[src/rtl/seg_scan_ctrl.sv]
// Four-digit multiplexed seven-segment scan controller: static or scrolling 1-8 char messages.
// Optional blanking blink enabled by defining SEG_BLINK_EN.
module seg_scan_ctrl #(
  parameter int unsigned SCAN_DIV   = 50000,
  parameter int unsigned SCROLL_DIV = 12500000,
  parameter int unsigned BLINK_DIV  = 25000000
) (
  input  logic        clk,
  input  logic        reset,
  input  logic        load_valid,
  output logic        load_ready,
  input  logic [3:0]  load_len,
  input  logic [31:0] load_data,
  input  logic        blink,
  output logic [3:0]  hex_out,
  output logic [3:0]  digit_an,
  output logic        scroll_wrap
);

  localparam logic [1:0] ST_IDLE   = 2'd0;
  localparam logic [1:0] ST_LOAD   = 2'd1;
  localparam logic [1:0] ST_STATIC = 2'd2;
  localparam logic [1:0] ST_SCROLL = 2'd3;

  localparam int unsigned SCAN_W   = $clog2(SCAN_DIV);
  localparam int unsigned SCROLL_W = $clog2(SCROLL_DIV);
  localparam logic [SCAN_W-1:0]   SCAN_LAST   = SCAN_W'(SCAN_DIV - 1);
  localparam logic [SCROLL_W-1:0] SCROLL_LAST = SCROLL_W'(SCROLL_DIV - 1);
  localparam logic [3:0] BLANK = 4'hB;

  logic [1:0]          state_q, state_d;
  logic [31:0]         buf_q, buf_d, stage_data_q, stage_data_d;
  logic [3:0]          len_q, len_d, stage_len_q, stage_len_d;
  logic [3:0]          off_q, off_d;
  logic [SCAN_W-1:0]   scan_cnt_q, scan_cnt_d;
  logic [1:0]          idx_q, idx_d;
  logic [SCROLL_W-1:0] scroll_cnt_q, scroll_cnt_d;
  logic                wrap_q, wrap_d;
  logic [3:0]          hex_q, hex_d, an_q, an_d;
  logic [1:0]          slot;
  logic [3:0]          pos, ring_n, code;
  logic                blank;

`ifdef SEG_BLINK_EN
  localparam int unsigned BLINK_W = $clog2(BLINK_DIV);
  localparam logic [BLINK_W-1:0] BLINK_LAST = BLINK_W'(BLINK_DIV - 1);
  logic [BLINK_W-1:0] blink_cnt_q;
  logic               phase_q;

  always_ff @(posedge clk or posedge reset) begin
    if (reset) begin
      blink_cnt_q <= '0;
      phase_q     <= 1'b0;
    end else if (blink_cnt_q == BLINK_LAST) begin
      blink_cnt_q <= '0;
      phase_q     <= ~phase_q;
    end else begin
      blink_cnt_q <= blink_cnt_q + 1'b1;
    end
  end

  assign blank = blink && phase_q;
`else
  // Constant-false; keeps the blink port and BLINK_DIV referenced without building logic.
  assign blank = (BLINK_DIV == 0) && blink;
`endif

  assign load_ready  = (state_q != ST_LOAD);
  assign hex_out     = hex_q;
  assign digit_an    = an_q;
  assign scroll_wrap = wrap_q;

  always_comb begin
    state_d      = state_q;
    buf_d        = buf_q;
    len_d        = len_q;
    stage_data_d = stage_data_q;
    stage_len_d  = stage_len_q;
    off_d        = off_q;
    scroll_cnt_d = scroll_cnt_q;
    wrap_d       = 1'b0;

    scan_cnt_d = (scan_cnt_q == SCAN_LAST) ? '0 : scan_cnt_q + 1'b1;
    idx_d      = (scan_cnt_q == SCAN_LAST) ? idx_q + 2'd1 : idx_q;

    if (state_q == ST_SCROLL) begin
      if (scroll_cnt_q == SCROLL_LAST) begin
        scroll_cnt_d = '0;
        if (off_q == len_q) begin
          off_d  = '0;
          wrap_d = 1'b1;
        end else begin
          off_d = off_q + 4'd1;
        end
      end else begin
        scroll_cnt_d = scroll_cnt_q + 1'b1;
      end
    end

    if (state_q == ST_LOAD) begin
      buf_d        = stage_data_q;
      len_d        = stage_len_q;
      off_d        = '0;
      scroll_cnt_d = '0;
      if (stage_len_q == 4'd0)      state_d = ST_IDLE;
      else if (stage_len_q <= 4'd4) state_d = ST_STATIC;
      else                          state_d = ST_SCROLL;
    end else if (load_valid) begin
      stage_data_d = load_data;
      stage_len_d  = (load_len > 4'd8) ? 4'd8 : load_len;
      state_d      = ST_LOAD;
    end
  end

  // Display follows the committed length, so the old message keeps showing during LOAD.
  always_comb begin
    slot   = 2'd3 - idx_q;
    ring_n = len_q + 4'd1;
    pos    = off_q + {2'b00, slot};
    if (pos >= ring_n) pos = pos - ring_n;
    code = BLANK;
    if (len_q == 4'd0) begin
      code = BLANK;
    end else if (len_q <= 4'd4) begin
      if ({2'b00, slot} < len_q) code = buf_q[{1'b0, slot, 2'b00} +: 4];
    end else begin
      if (pos < len_q) code = buf_q[{pos[2:0], 2'b00} +: 4];
    end
    hex_d = blank ? BLANK : code;
    an_d  = blank ? 4'b1111 : ~(4'b0001 << idx_q);
  end

  always_ff @(posedge clk or posedge reset) begin
    if (reset) begin
      state_q      <= ST_IDLE;
      buf_q        <= {8{BLANK}};
      len_q        <= '0;
      stage_data_q <= {8{BLANK}};
      stage_len_q  <= '0;
      off_q        <= '0;
      scan_cnt_q   <= '0;
      idx_q        <= '0;
      scroll_cnt_q <= '0;
      wrap_q       <= 1'b0;
      hex_q        <= BLANK;
      an_q         <= 4'b1111;
    end else begin
      state_q      <= state_d;
      buf_q        <= buf_d;
      len_q        <= len_d;
      stage_data_q <= stage_data_d;
      stage_len_q  <= stage_len_d;
      off_q        <= off_d;
      scan_cnt_q   <= scan_cnt_d;
      idx_q        <= idx_d;
      scroll_cnt_q <= scroll_cnt_d;
      wrap_q       <= wrap_d;
      hex_q        <= hex_d;
      an_q         <= an_d;
    end
  end

endmodule

[config.mk]
export PLATFORM = sky130hd
export DESIGN_NAME = seg_scan_ctrl
export DESIGN_NICKNAME = d
export VERILOG_FILES = /design/src/rtl/seg_scan_ctrl.sv
export SDC_FILE = /design/constraint.sdc
export NUM_CORES = 1
export LEC_CHECK = 0
export CAP_MARGIN = 20
export CORE_ASPECT_RATIO = 1.75
export CORE_MARGIN = 3
export CORE_UTILIZATION = 40
export DETAILED_ROUTE_END_ITERATION = 6
export PLACE_DENSITY = 0.63
export SYNTH_ARGS = -nofsm -noshare
export SYNTH_HDL_FRONTEND = slang
export SYNTH_SLANG_ARGS = --single-unit
[constraint.sdc]
create_clock -name clk -period 6.9 [get_ports clk]
set_input_delay 2.07 -clock clk [delete_from_list [all_inputs] [get_ports clk]]
set_output_delay 2.07 -clock clk [all_outputs]
set_load 0.01 [all_outputs]
Word level (Yosys, flattened, before mapping)
Cells that the tools add are included.
{"block": "word_totals", "out_inout_bits": 10, "register_bits": 129, "word_cells": 65, "inputBits": 40}
{"block": "op_classes", "shifts": 3, "reduce_logical": 7, "n_bitwise": 2, "n_mux": 21, "n_eq_ne": 6, "order_cmp": 6, "addsub": 8}
{"op": "$mux W24", "count": 3}
{"op": "$mux W4", "count": 10}
{"op": "$shiftx A32 B5 Y4", "count": 1}
{"op": "$shiftx A32 B6 Y4", "count": 1}
{"op": "$add A24 B1 Y24 const B", "count": 1}
{"op": "$eq A24 B24 Y1 const B", "count": 1}
{"op": "$add A16 B1 Y16 const B", "count": 1}
{"op": "$eq A16 B16 Y1 const B", "count": 1}
{"op": "$mux W16", "count": 1}
{"op": "$add A4 B1 Y4 const B", "count": 2}
{"op": "$le A4 B3 Y1 const B", "count": 2}
{"op": "$logic_not A4 Y1", "count": 2}
{"op": "$mux W2", "count": 3}
{"op": "$reduce_bool A2 Y1", "count": 3}
{"op": "$add A4 B2 Y4", "count": 1}
{"op": "$eq A4 B4 Y1", "count": 1}
{"op": "$ge A4 B4 Y1", "count": 1}
{"op": "$gt A4 B4 Y1 const B", "count": 1}
{"op": "$lt A2 B4 Y1", "count": 1}
{"op": "$lt A4 B4 Y1", "count": 1}
{"op": "$mux W1", "count": 4}
{"op": "$not A4 Y4", "count": 1}
{"op": "$reduce_and A2 Y1", "count": 2}
{"op": "$shl A1 B2 Y4 const A", "count": 1}
{"op": "7 further kinds", "count": 7}

Logic depth before layout (Yosys ltp)
Gate-level depths: netlist of run 1.
{"block": "depth", "word_depth": 8, "depth_mapped": 18, "mapped_depth_nobuf": 17}

Least setup slack after synthesis of run 1
Ideal clock, no wire load.
{"block": "synth_path", "kind": "register to register", "startpoint": "register idx_q[0]", "endpoint": "register hex_q[0], in the netlist hex_out[0]", "synth_period_minus_slack_ps": 4171, "path_slack_ps": 2729, "n_path_buf": 1, "required_time_ps": 6814, "setup_time_ps": 86, "stages_incl_launch_ff": 18, "arrival_time_ps": 4085, "path_cell_list": "dfrtp_1 clkbuf_1 inv_1 ha_1 fa_1 inv_1 fa_1 a21boi_1 o21ai_2 mux2i_4 inv_2 ha_1 nor2b_1 o21a_1 o21ai_0 nand3b_1 a221oi_1 a21oi_1"}
{"block": "synth_between", "elab_chain_cells": 8, "word_cells_on_any_way": 13, "cone_classes": "3 x add/sub; 3 x order compare; 2 x shift; 5 x mux"}
{"item": "start: declaration", "line_no": "36", "source": "logic [1:0] idx_q, idx_d;"}
{"item": "start signal: assignment", "line_no": "155", "source": "idx_q <= idx_d;"}
{"item": "$sub A2 B2 Y2 (*)", "line_no": "117", "source": "slot = 2'd3 - idx_q;"}
{"item": "named net slot[0]", "line_no": "40", "source": "logic [1:0] slot;"}
{"item": "$add A4 B2 Y4", "line_no": "119", "source": "pos = off_q + {2'b00, slot};"}
{"item": "$sub A4 B4 Y4 / $ge A4 B4 Y1 (equally long branches)", "line_no": "120", "source": "if (pos >= ring_n) pos = pos - ring_n;"}
{"item": "$mux W4", "line_no": "120"}
{"item": "$shiftx A32 B6 Y4 / $lt A4 B4 Y1 (equally long branches)", "line_no": "127", "source": "if (pos < len_q) code = buf_q[{pos[2:0], 2'b00} +: 4];"}
{"item": "$mux W4", "line_no": "127"}
{"item": "$mux W4 (*)", "line_no": "124", "source": "end else if (len_q <= 4'd4) begin"}
{"item": "$mux W4 (*)", "line_no": "122", "source": "if (len_q == 4'd0) begin"}
{"item": "named net code[0]", "line_no": "41", "source": "logic [3:0] pos, ring_n, code;"}
{"item": "end signal: assignment", "line_no": "145", "source": "hex_q <= BLANK;"}
{"item": "end signal: assignment", "line_no": "158", "source": "hex_q <= hex_d;"}
{"item": "end: declaration", "line_no": "39", "source": "logic [3:0] hex_q, hex_d, an_q, an_d;"}
Mark *: on every way through the listed nets, which the timed path passes. The rest lies on a longest branch.
A chain may end at the register's enable or synchronous reset.

Worst setup path after layout of run 1
{"block": "layout_path", "startpoint": "register idx_q[0]", "endpoint": "register hex_q[1], in the netlist hex_out[1]"}
The elaborated chain is that of the path after synthesis.

==> flow_metrics.env, run 1 <==
export IMPL_skew_ns=0.00817
export IMPL_dr_pass1_iters=5
export IMPL_comb_power_share_pct=31.8
export IMPL_fin_tns_setup_ns=0
export IMPL_die_h_um=174
export IMPL_clk_latency_ns=0.41
export IMPL_rsz0062_at_grt="false"
export IMPL_ys_types=64
export IMPL_placed_area_um2=7110
export IMPL_grt_max_degree=66
export IMPL_leakage_nw=3.22
export IMPL_avgSynthCellArea_um2=11.7
export IMPL_pre_cts_ws_ns=2.34
export IMPL_tightestPinTransition_ns=0.808
export IMPL_design_portCount=50
export IMPL_ant_nets=0
export IMPL_grt_antenna_before_repair=0
export IMPL_p_clk_share_pct=28.2
export IMPL_core_um2=15600
export IMPL_p_switching_mw=0.991
export IMPL_synth_xor_area_share_pct=5.03
export IMPL_cts_htree_levels=4
export IMPL_clk_pin_slew_ns=0.06
export IMPL_maxCapViolations=0
export IMPL_dr_wl_met2_um=7220
export IMPL_end_kind="flop"
export IMPL_area_growth_pct=19.8
export IMPL_finalCritPeriodShare_pct=66.0
export IMPL_layout_drive_gt1_share_pct=30.2
export IMPL_cts_setup_buffers=0
export IMPL_wl_met3_um=278
export IMPL_ir_drop_mv=0.196
export IMPL_start_util_pct=41.2
export IMPL_synth_flop_cell="dfrtp_1"
export IMPL_via_count=4294
export IMPL_p_per_area_nw_per_um2=417
export IMPL_cts_tree="yes"
export IMPL_hold_violations=0
export IMPL_p_int_mw=2.23
export IMPL_cp_max_fo=8
export IMPL_yosysWarningCount=0
export IMPL_cts_sinks=129
export IMPL_synth_top_family_by_area="multiplexers"
export IMPL_routed_wl_um=12700
export IMPL_min_period_ns=4.56
export IMPL_fmax_mhz=220
export IMPL_numCtsBuffers=17
export IMPL_n_antenna_cell=0
export IMPL_wl_met1_um=5040
export IMPL_path_class="reg -> reg"
export IMPL_switching_share_pct=30.8
export IMPL_synth_adder_area_share_pct=4.51
export IMPL_cts_resized=0
export IMPL_row_count=60
export IMPL_postSynthCellCount=549
export IMPL_postLayoutSetupSlackWorst_ns=2.34
export IMPL_worstPathRequired_ns=7.23
export IMPL_drtIter0Drc=226
export IMPL_ys_async_sr_fraction_pct=100
export IMPL_status="completed"
export IMPL_arrival_ns=4.88
export IMPL_avgViaCountPerCell=5.35
export IMPL_highest_layer="met4"
export IMPL_seqPwrFrac_pct=39.9
export IMPL_synthesis_area_um2=6440
export IMPL_yosysSeqAreaShare_pct=51.2
export IMPL_total_power_mw=3.22
export IMPL_overflow=0
export IMPL_grt_pass1_wl_um=21500
export IMPL_clockRootBuffer="clkbuf_16"
export IMPL_synth_compound_area_share_pct=8.08
export IMPL_synthSimpleGateAreaFrac_pct=12.7
export IMPL_die_w_um=102
export IMPL_syn_nets=611
export IMPL_fin_nets=665
export IMPL_crit_path_start_kind="flop"
export IMPL_final_area_um2=7720
export IMPL_hold_path_class="reg -> reg"
export IMPL_route_detailed_drc=0
export IMPL_synth_edf_count=0
export IMPL_die_area_um2=17700
export IMPL_clock_path_buffers=2
export IMPL_drv_slew=0
export IMPL_dp_hpwl_um=9160
export IMPL_holdBufCountCts=0
export IMPL_max_slew_margin_pct=46.1
export IMPL_synth_mux_area_fraction_pct=16.0
export IMPL_gp_congestion=0.844
export IMPL_ys_ff_latch=129
export IMPL_setup_viol=0
export IMPL_wire_per_inst_um=15.9
export IMPL_grt_pass1_vias=4476
export IMPL_port_buffers=48
export IMPL_grt_usage_pct=15.1
-- worst max-delay path, stage by stage (launching register included) --
cell,delay [ns]
dfrtp_1,0.59
inv_1,0.19
ha_1,0.24
fa_1,0.59
inv_1,0.10
fa_1,0.49
a21boi_1,0.22
o21ai_2,0.26
mux2i_4,0.35
inv_2,0.13
ha_1,0.28
nor2b_1,0.13
o21a_1,0.15
o21ai_0,0.14
nand3b_1,0.21
a221oi_1,0.28
a21oi_1,0.12
-- cells by family after synthesis --
| group | after synthesis |
|---|---|
| multiplexers | 86 |
| AO/OA/AOI/OAI | 77 |
| flip-flops | 129 |
| XOR/XNOR | 37 |
| adder cells (fa/ha/maj) | 22 |
| AND/OR/NAND/NOR | 158 |
| buffers and inverters | 40 |
-- synthesized netlist by cell type, types with 3 or more instances --
cell | count | area share, %
nor2b_1 | 5 | 0.49
ha_1 | 20 | 3.9
mux4_2 | 4 | 1.4
nor3_1 | 8 | 0.62
mux2_2 | 72 | 13
nand4_1 | 10 | 0.97
nand2b_1 | 4 | 0.39
clkbuf_1 | 9 | 0.52
dfrtp_1 | 74 | 29
and3_1 | 9 | 0.87
buf_2 | 5 | 0.39
dfstp_2 | 55 | 22
a21oi_1 | 14 | 1.1
o21ai_0 | 24 | 1.9
mux2_4 | 3 | 0.70
mux2i_1 | 6 | 0.93
nand2_1 | 30 | 1.7
o21ai_1 | 6 | 0.47
inv_1 | 22 | 1.3
xor2_1 | 22 | 3.0
and4_1 | 5 | 0.68
nand3_1 | 33 | 2.6
nor2_1 | 39 | 2.3
xnor2_1 | 15 | 2.0
-- placed cells by master, fill, tap and decap left out, types with 6 or more instances in the layout --
cell type	instances
o21ai_0	24
and3_1	9
nand4_1	10
mux2i_1	6
ha_1	20
a21oi_1	14
nand2_1	30
xor2_1	22
mux2_2	72
nor3_1	8
inv_1	21
clkbuf_16	17
dfrtp_1	74
xnor2_1	15
dfstp_2	55
nor2_1	39
nand3_1	33
o21ai_1	6
clkdlybuf4s50_1	48
-- path summary, 6_finish.rpt --
| check | slack [ns] | cells past startpoint | startpoint | end |
|---|---|---|---|---|
| hold reg to reg | 0.48 | 1 | scroll_cnt_q[21] | scroll_cnt_q[21] |
| min in group asynchronous | 1.94 | 2 | reset | scan_cnt_q[8] |
| hold / removal | 0.48 | 1 | scroll_cnt_q[21] | scroll_cnt_q[21] |
| max in group asynchronous | 3.91 | 3 | reset | stage_len_q[1] |
| setup reg to reg | 2.34 | 16 | idx_q[0] | hex_out[1] |
| setup / recovery | 2.34 | 16 | idx_q[0] | hex_out[1] |
-- power groups by stage --
stage	Combinational, mW	Clock, mW	Sequential (mW)
floorplan	0.849	0	1.22
global placement	0.989	0	1.29
detailed placement	1.02	0	1.30
CTS	1.03	0.929	1.29
global route	1.13	0.962	1.32
finish	1.02	0.908	1.28
-- metal layers --
layer	track usage, %	vias to the layer above
li1	-	2062
met1	17.5	2157
met2	27.5	61
met3	2.78	14
met4	4.82	0
met5	0	-
-- final cells by class --
type | count | area (um^2)
Fill cell | 1416 | 7900
Timing Repair Buffer | 52 | 510
Sequential cell | 129 | 3300
Multi-Input combinational cell | 380 | 2980
Clock buffer | 19 | 443
Tap cell | 186 | 233
Inverter | 23 | 88.8
Clock inverter | 13 | 161
-- state kept, by name, indices dropped and copies added, names as in the netlist --
| register | count |
|---|---|
| buf_q | 32 |
| stage_data_q | 32 |
| scroll_cnt_q | 24 |
| scan_cnt_q | 16 |
| digit_an | 4 |
| hex_out | 4 |
| len_q | 4 |
| off_q | 4 |
| stage_len_q | 4 |
| idx_q | 2 |
| state_q | 2 |
| scroll_wrap | 1 |
-- per-stage QoR --
step / utilization [%] / hold slack (ns) / cells
6_report: 49.4 / 0.482 / 802
4_1_cts: 49.4 / 0.486 / 802
5_1_grt: 49.4 / 0.502 / 802
3_5_place_dp: 45.5 / 0.477 / 770
2_1_floorplan: - / 0.430 / 549
3_3_place_gp: 45.5 / 0.450 / 770
No activity file was read; power rests on OpenSTA's default activity.
==> inputs of run 2 (changes only) <==
- clock period: 6.9 -> 4.4 ns (I/O delays scaled with it)
==> run 2 against run 1 <==
  * Routed wire length rose by 3.3%
  * First-iteration DRC count shrank 26%
  * Critical path depth unchanged
  * Sequential cell count did not move
  * Utilization rose by 0.48 points
  * Clock power grew 61%
  * Non-clock buffer count increased by 6
  * Maximum frequency increased by 8.9%
  * Hold slack got worse by 0.0088 ns
  * Register-to-register slack worse by 2.1 ns
  * Design area increased by 0.97%
  * Power up 59%
==> flow_metrics.env, run 2 (synthesis gave the netlist of run 1 again) <==
export IMPL_grt_pass1_wl_um=22300
export IMPL_numCtsBuffers=17
export IMPL_clockRootBuffer="clkbuf_16"
export IMPL_max_slew_margin_pct=49.1
export IMPL_path_class="reg -> reg"
export IMPL_gp_congestion=0.825
export IMPL_status="completed"
export IMPL_min_period_ns=4.18
export IMPL_grt_usage_pct=15.8
export IMPL_final_common_cell="dfrtp_1"
export IMPL_area_growth_pct=21.0
export IMPL_cts_tree="yes"
export IMPL_fin_nets=671
export IMPL_route_detailed_drc=0
export IMPL_skew_ns=0.0105
export IMPL_maxCapViolations=0
export IMPL_die_area_um2=17700
export IMPL_multi_input_area_um2=2980
export IMPL_p_clk_share_pct=28.7
export IMPL_regArea_um2=3300
export IMPL_start_util_pct=41.2
export IMPL_wire_per_inst_um=16.3
export IMPL_switching_share_pct=31.3
export IMPL_p_int_mw=3.51
export IMPL_placed_cells=775
export IMPL_cts_resized=0
export IMPL_leakage_nw=3.26
export IMPL_top_regs="buf_q (32), stage_data_q (32), scroll_cnt_q (24)"
export IMPL_drv_slew=0
export IMPL_end_kind="flop"
export IMPL_grt_pass1_vias=4596
export IMPL_ant_nets=0
export IMPL_cp_max_fo=6
export IMPL_cts_sinks=129
export IMPL_final_cells=808
export IMPL_core_um2=15600
export IMPL_design_portCount=50
export IMPL_port_buffers=48
export IMPL_holdBufCountCts=0
export IMPL_die_w_um=102
export IMPL_whs_endpoint="scroll_cnt_q[21]"
export IMPL_crit_path_start_kind="flop"
export IMPL_r2r_slack_ns=0.22
export IMPL_hold_violations=0
export IMPL_grt_max_degree=130
export IMPL_tightestPinTransition_ns=0.763
export IMPL_row_count=60
export IMPL_via_count=4317
export IMPL_grt_antenna_before_repair=0
export IMPL_setup_viol=0
export IMPL_reg2reg_to="hex_out[1]"
export IMPL_fin_tns_setup_ns=0
export IMPL_p_switching_mw=1.60
export IMPL_ir_drop_mv=0.284
export IMPL_final_area_um2=7790
export IMPL_overflow=0
export IMPL_nFillCells=1389
export IMPL_fmax_mhz=239
export IMPL_r2r_cells=16
export IMPL_clk_latency_ns=0.41
export IMPL_hold_start="scroll_cnt_q[21]"
export IMPL_avgViaCountPerCell=5.34
export IMPL_n_antenna_cell=0
export IMPL_rsz0062_at_grt="true"
export IMPL_mostFrequentLayoutCells="dfrtp_1, mux2_2, dfstp_2"
export IMPL_hold_path_depth=1
export IMPL_cts_setup_buffers=0
export IMPL_dp_hpwl_um=9580
export IMPL_placed_area_um2=7160
export IMPL_clock_path_buffers=2
export IMPL_rr_startpoint="idx_q[0]"
export IMPL_hold_path_class="reg -> reg"
export IMPL_layout_drive_gt1_share_pct=31.0
export IMPL_cts_htree_levels=4
export IMPL_drtIter0Drc=167
export IMPL_die_h_um=174
export IMPL_p_per_area_nw_per_um2=655
export IMPL_finalCritPeriodShare_pct=95.1
export IMPL_dr_pass1_iters=4
export IMPL_comb_power_share_pct=31.7
export IMPL_clk_pin_slew_ns=0.06
export IMPL_routed_wl_um=13100
export IMPL_seqPwrFrac_pct=39.6
export IMPL_arrival_ns=4.50
export IMPL_worstPathRequired_ns=4.72
==> run 2: how the worst max path moves through the flow <==
stage,start,end,depth (start not counted)
5_1_grt,idx_q[0],hex_out[0],16
4_1_cts,idx_q[0],hex_out[1],16
3_5_place_dp,idx_q[0],hex_out[1],16
2_1_floorplan,idx_q[0],hex_out[0],17
3_3_place_gp,idx_q[0],hex_out[1],16
6_report,idx_q[0],hex_out[1],16
==> run 2: stage by stage <==
step | setup slack, ns | utilization, % | hold slack [ns] | total power, mW
finish | 0.218 | 49.9 | 0.473 | 5.10
global route | -0.0250 | 49.9 | 0.493 | 5.42
CTS | 0.212 | 49.8 | 0.474 | 5.15
detailed placement | 0.243 | 45.9 | 0.465 | 3.66
global placement | 0.329 | 45.9 | 0.453 | 3.59
floorplan | 0.229 | - | 0.430 | 3.24
==> run 2: final cells by class <==
type	count	share of cell area, %
multi-input combinational	380	38.3
clock inverter	15	2.51
tap	186	2.99
clock buffer	17	5.46
inverter	23	1.16
timing repair buffer	58	7.29
sequential	129	42.3
==> run 2: power by group through the flow <==
stage                     registers [mW]  clock network, mW  logic [mW]
after floorplan                     1.91                  0        1.33
after global placement              2.03                  0        1.56
after detailed placement            2.05                  0        1.61
after CTS                           2.03               1.49        1.62
after global routing                2.08               1.55        1.79
final                               2.02               1.46        1.62
==> run 2: worst max-delay path, stage by stage, from the launching register on <==
cell,delay (ns)
dfrtp_1,0.34
inv_1,0.10
ha_1,0.23
fa_1,0.60
inv_1,0.11
fa_1,0.50
a21boi_1,0.22
o21ai_2,0.26
mux2i_4,0.33
inv_2,0.13
ha_1,0.28
nor2b_1,0.12
o21a_1,0.15
o21ai_0,0.14
nand3b_1,0.18
a221oi_1,0.29
a21oi_1,0.12
==> run 2: metal layers <==
layer	GRT usage (%)	vias to the layer above	routed length [um]
met5	0	-	0
met4	5.53	0	304
met3	3.14	24	343
met2	29.1	64	7410
met1	17.5	2151	5090
li1	-	2078	-
